## src/rtl/rv_pkg.sv

```systemverilog
// -----------------------------------------------------------------------------
// rv_pkg -- shared constants and types for the write-back slice.
//   XLEN / REG_AW   : data width and register-address width
//   NOP_INST        : canonical bubble instruction (addi x0,x0,0)
//   RD_MSB / RD_LSB : destination-register field inside an instruction word
//   mem_wb_t        : MEM/WB pipeline register payload
//   MEM_WB_BUBBLE   : payload loaded on reset and on flush
//   inst_rd()       : extracts rd from an instruction word
// -----------------------------------------------------------------------------
package rv_pkg;
  localparam int XLEN   = 32;
  localparam int REG_AW = 5;
  localparam int NREGS  = 1 << REG_AW;

  localparam logic [XLEN-1:0] NOP_INST = 32'h0000_0013;

  localparam int RD_MSB = 11;
  localparam int RD_LSB = 7;

  typedef struct packed {
    logic            valid;
    logic            regwen;
    logic [XLEN-1:0] data;
    logic [XLEN-1:0] inst;
  } mem_wb_t;

  localparam mem_wb_t MEM_WB_BUBBLE = '{valid: 1'b0, regwen: 1'b0,
                                        data: '0, inst: NOP_INST};

  function automatic logic [REG_AW-1:0] inst_rd(input logic [XLEN-1:0] inst);
    return inst[RD_MSB:RD_LSB];
  endfunction
endpackage

```

## src/rtl/reg_file.sv

```systemverilog
// -----------------------------------------------------------------------------
// reg_file -- 32x32 register file, two combinational read ports, one
// synchronous write port, x0 hardwired to zero.
//   clk, rst             : clock, synchronous active-high reset (clears all)
//   i_we/i_waddr/i_wdata : write port, committed on the rising edge
//   i_raddr1/i_raddr2    : read addresses
//   o_rdata1/o_rdata2    : combinational read data
// Build option: WB_BYPASS_EN -- when defined, a read of the address being
// written this cycle returns the write data instead of the stored value.
// -----------------------------------------------------------------------------
module reg_file
  import rv_pkg::*;
(
  input  logic              clk,
  input  logic              rst,
  input  logic              i_we,
  input  logic [REG_AW-1:0] i_waddr,
  input  logic [XLEN-1:0]   i_wdata,
  input  logic [REG_AW-1:0] i_raddr1,
  input  logic [REG_AW-1:0] i_raddr2,
  output logic [XLEN-1:0]   o_rdata1,
  output logic [XLEN-1:0]   o_rdata2
);

  logic [XLEN-1:0] r_regs [NREGS];

  // Reset wins over a write presented in the same cycle, so a pending
  // write-back is dropped. Entry 0 is only ever loaded with zero.
  always_ff @(posedge clk) begin
    if (rst) begin
      for (int i = 0; i < NREGS; i++) r_regs[i] <= '0;
    end else if (i_we && (i_waddr != '0)) begin
      r_regs[i_waddr] <= i_wdata;
    end
  end

  always_comb begin
    o_rdata1 = (i_raddr1 == '0) ? '0 : r_regs[i_raddr1];
`ifdef WB_BYPASS_EN
    if (i_we && (i_waddr != '0) && (i_raddr1 == i_waddr)) o_rdata1 = i_wdata;
`endif
  end

  always_comb begin
    o_rdata2 = (i_raddr2 == '0) ? '0 : r_regs[i_raddr2];
`ifdef WB_BYPASS_EN
    if (i_we && (i_waddr != '0) && (i_raddr2 == i_waddr)) o_rdata2 = i_wdata;
`endif
  end

endmodule

```

## src/rtl/write_back.sv

```systemverilog
// -----------------------------------------------------------------------------
// write_back -- MEM/WB pipeline register, register file and retire counter.
//   clk, rst          : clock, synchronous active-high reset
//   stall             : hold MEM/WB payload, issue no new write
//   flush             : load a bubble into MEM/WB (beats stall)
//   RegWEn/DataD      : write enable and data from the memory-access stage
//   inst_in           : instruction word, rd in [11:7]
//   rs1_addr/rs2_addr : decode-stage read addresses
//   DataA/DataB       : combinational register-file read data
//   wb_we/wb_rd/wb_data : this cycle's write, exported for forwarding
//   retire_cnt        : count of retired valid instructions (wraps)
// Build option: WB_BYPASS_EN (see reg_file).
//
// Qualifier semantics: r_mem_wb.valid marks a payload that is in WB for the
// first time. It is set only by a normal capture edge and cleared by stall,
// flush and reset, so each instruction writes and retires exactly once even
// while its payload is held by a stall.
// -----------------------------------------------------------------------------
module write_back
  import rv_pkg::*;
(
  input  logic              clk,
  input  logic              rst,
  input  logic              stall,
  input  logic              flush,
  input  logic              RegWEn,
  input  logic [XLEN-1:0]   DataD,
  input  logic [XLEN-1:0]   inst_in,
  input  logic [REG_AW-1:0] rs1_addr,
  input  logic [REG_AW-1:0] rs2_addr,
  output logic [XLEN-1:0]   DataA,
  output logic [XLEN-1:0]   DataB,
  output logic              wb_we,
  output logic [REG_AW-1:0] wb_rd,
  output logic [XLEN-1:0]   wb_data,
  output logic [XLEN-1:0]   retire_cnt
);

  mem_wb_t         r_mem_wb;
  logic [XLEN-1:0] r_retire_cnt;

  logic              w_we;
  logic [REG_AW-1:0] w_rd;

  always_ff @(posedge clk) begin
    if (rst) begin
      r_mem_wb     <= MEM_WB_BUBBLE;
      r_retire_cnt <= '0;
    end else begin
      if (flush) begin
        r_mem_wb <= MEM_WB_BUBBLE;
      end else if (stall) begin
        // Payload held; only the qualifier drops.
        r_mem_wb.valid <= 1'b0;
      end else begin
        r_mem_wb.valid  <= 1'b1;
        r_mem_wb.regwen <= RegWEn;
        r_mem_wb.data   <= DataD;
        r_mem_wb.inst   <= inst_in;
      end
      if (r_mem_wb.valid) r_retire_cnt <= r_retire_cnt + 32'd1;
    end
  end

  assign w_rd = inst_rd(r_mem_wb.inst);
  assign w_we = r_mem_wb.valid & r_mem_wb.regwen & (w_rd != '0);

  assign wb_we      = w_we;
  assign wb_rd      = w_rd;
  assign wb_data    = r_mem_wb.data;
  assign retire_cnt = r_retire_cnt;

  reg_file u_reg_file (
    .clk      (clk),
    .rst      (rst),
    .i_we     (w_we),
    .i_waddr  (w_rd),
    .i_wdata  (r_mem_wb.data),
    .i_raddr1 (rs1_addr),
    .i_raddr2 (rs2_addr),
    .o_rdata1 (DataA),
    .o_rdata2 (DataB)
  );

endmodule
```

## config.mk

```make
export PLATFORM = sky130hd
export DESIGN_NAME = write_back
export DESIGN_NICKNAME = d
export VERILOG_FILES = /design/src/rtl/rv_pkg.sv /design/src/rtl/reg_file.sv /design/src/rtl/write_back.sv
export SDC_FILE = /design/constraint.sdc
export NUM_CORES = 2
export LEC_CHECK = 0
export BUFFER_PORTS_ARGS = -buffer_cell sky130_fd_sc_hd__buf_2
export CAP_MARGIN = 5
export CORE_ASPECT_RATIO = 0.7
export CORE_MARGIN = 2
export CORE_UTILIZATION = 44
export DETAILED_ROUTE_END_ITERATION = 7
export GPL_ROUTABILITY_DRIVEN = 0
export SYNTH_ARGS = -nofsm -noshare
export SYNTH_HDL_FRONTEND = slang
export SYNTH_SLANG_ARGS = --single-unit
```

## constraint.sdc

```tcl
create_clock -name clk -period 5 [get_ports clk]
set_clock_uncertainty 0.15 [all_clocks]
set_input_delay 1 -clock clk [delete_from_list [all_inputs] [get_ports clk]]
set_output_delay 1 -clock clk [all_outputs]
set_load 0.1 [all_outputs]
```

==> metrics.yaml <==
drtIter0Drc: 5484
setup_tns_ns: 0
ys_types: 66
post_drt_wl_per_cell_um: 34.6
placed_area_mm2: 0.0628
cts.hold.buffers_added: 0
peakVddDrop_uv: 279
nets: 4123
die_y_um: 309
cp-startpoint: "rs1_addr[3]"
grt_antenna_before_repair: 8
vias: 37700
min_from: "inst_in[9]"
start_kind: "input pin"
cts-resized-gates: 0
start_util: 0.445
end_kind: "output pin"
via_per_inst: 6.39
finalSetupViolations: 0
worst_slew_pin_slew_ns: 1.18
synth_top_area_cell: "edfxtp_1"
path_class: "input pin to output pin"
min_period_over_period: 0.941
clk_pin_slew_ns: 0.06
status: "complete, no violations"
dieWidth_um: 439
wl_um: 204000
final_max_slew_viol_count: 0
clock_path_buffers: 3
cts.sinks: 1095
cts.htree.levels: 3
die_area_mm2: 0.136
synthTopCellsByArea: "edfxtp_1 53%, mux4_2 15%, and2_1 11%"
io_buffers: 185
max_freq_mhz: 213
cp.required_ns: 3.85
grt_pass1_vias: 36900
timing.hold.ws_ns: 0.331
drc: 0
synth_commonest_cells: "1024 x edfxtp_1, 997 x and2_1, 397 x mux4_2, 244 x clkbuf_1, 167 x mux2i_1"
seq_area_frac_synth: 0.551
hold_viol_final: 0
grt-ovfl-total: 0
synth_top_area_share: 0.527
synth_most_common_cell: "edfxtp_1"
clkLatencyLatePin_ns: 0.75
worstReg2RegStart: "r_mem_wb[65]$_SDFF_PP0_"
synthesis.area_mm2: 0.0584
rows: 111
io_pins: 213
crit_fanout: 32
rsz0062_at_grt: "no"
ys_warn_count: 0
maxCapViolations: 0
avgSynthCellArea_um2: 14.7
numCtsBuffers: 108
crit_arrival_ns: 3.55
grt_use_total: 0.301
grt_pass1_wl_um: 286000
hp-class: "input pin to flip-flop"
relSlewSlack: 0.214
fin_crit_ns: 4.70
post_cts_buffers: 0
ant_nets: 0
power_density_mw_per_mm2: 332
area_growth_pct: 13.8
synthArstFlopShare: 0
grt_max_degree: 65
drive_above_1_share: 0.292
fin_area_mm2: 0.0664
firstDrtPassIters: 6
p_leak_nw: 24.1
yosys_most_used_dff: "edfxtp_1"
syn_inst: 3967
dp_hpwl_um: 127000
cts_tree: "built"
cts_root_buf: "clkbuf_16"
core_area_mm2: 0.131
synth_edf_count: 1024
synth-seq-cells: 1095
-- flip-flops by register name, summed over array words and instances (netlist names) --
register	cells
wb_data	32
retire_cnt	32
r_mem_wb	2
wb_rd	5
u_reg_file.r_regs	1024
-- through the flow --
stage	setup slack (ns)	std cells	total power [mW]	util
after floorplan	0.490	3998	12.6	-
after global placement	0.378	5684	13.7	0.479
after detailed placement	0.398	5684	13.7	0.479
after CTS	0.362	5885	22.1	0.506
after global routing	0.317	5886	22.6	0.506
final	0.295	5896	22.1	0.506
-- area by class of cell --
cell class	count	area [um2]
Antenna cell	11	27.5
Clock inverter	53	574
Sequential cell	1095	32200
Clock buffer	148	3010
Tap cell	1751	2190
Timing Repair Buffer	394	4070
Fill cell	11000	64800
Inverter	6	25.0
Multi-Input combinational cell	2438	24300
-- cell usage in the layout, fill, tap and decap left out, types with 47 or more instances in the layout --
cell type | Yosys | routed
nor2_1 | 101 | 69
mux2i_1 | 167 | 167
o21ai_1 | 102 | 102
buf_4 | 73 | 167
a221oi_1 | 47 | 47
clkbuf_16 | 0 | 108
mux4_2 | 397 | 397
buf_2 | 68 | 113
a211oi_1 | 64 | 64
edfxtp_1 | 1024 | 1024
nor2b_1 | 63 | 61
a311oi_2 | 1 | 64
dfxtp_1 | 71 | 70
mux2_2 | 73 | 73
and2_1 | 997 | 995
a22oi_1 | 64 | 64
buf_12 | 1 | 109
-- worst max-delay path, stage by stage --
cell and delay, ns:
buf_2 0.51, or2_2 0.29, or4_4 0.60, o21ai_1 0.20, a311oi_2 0.66, buf_12 0.26
-- kinds of logic (layout without fill, tap and decap cells) --
logic type / Yosys count / after routing / share of synthesized area
other: 1 / 43 / 0.0000642
adder cells (fa/ha/maj): 1 / 1 / 0.000214
buffers and inverters: 465 / 601 / 0.0447
AO/OA/AOI/OAI: 388 / 388 / 0.0480
multiplexers: 688 / 688 / 0.218
XOR/XNOR: 13 / 13 / 0.00195
flip-flops: 1095 / 1095 / 0.551
AND/OR/NAND/NOR: 1316 / 1316 / 0.136
-- power by group --
part / total [mW] / internal, mW / switching (mW)
combinational: 3.11 / 1.15 / 1.96
sequential: 10.5 / 10.3 / 0.185
clock: 8.48 / 4.74 / 3.74
-- routing by layer --
| metal | routed length [um] | vias up | GRT usage |
|---|---|---|---|
| li1 | - | 15300 | - |
| met1 | 87000 | 19700 | 0.451 |
| met2 | 87900 | 2366 | 0.435 |
| met3 | 22600 | 339 | 0.0678 |
| met4 | 6810 | 0 | 0.0954 |
| met5 | 0 | - | 0 |
-- worst paths after layout --
| kind | endpoint | slack [ns] | cells after the start |
|---|---|---|---|
| setup / recovery | DataA[22] | 0.30 | 6 |
| hold / removal | wb_rd[2]$_SDFFE_PP0N_ | 0.33 | 3 |
| hold reg to reg | retire_cnt[18]$_SDFFE_PP0P_ | 0.35 | 2 |
| setup reg to reg | u_reg_file.r_regs[29][16]$_SDFFCE_PN0P_ | 1.89 | 5 |
No activity file was read; power rests on OpenSTA's default activity.
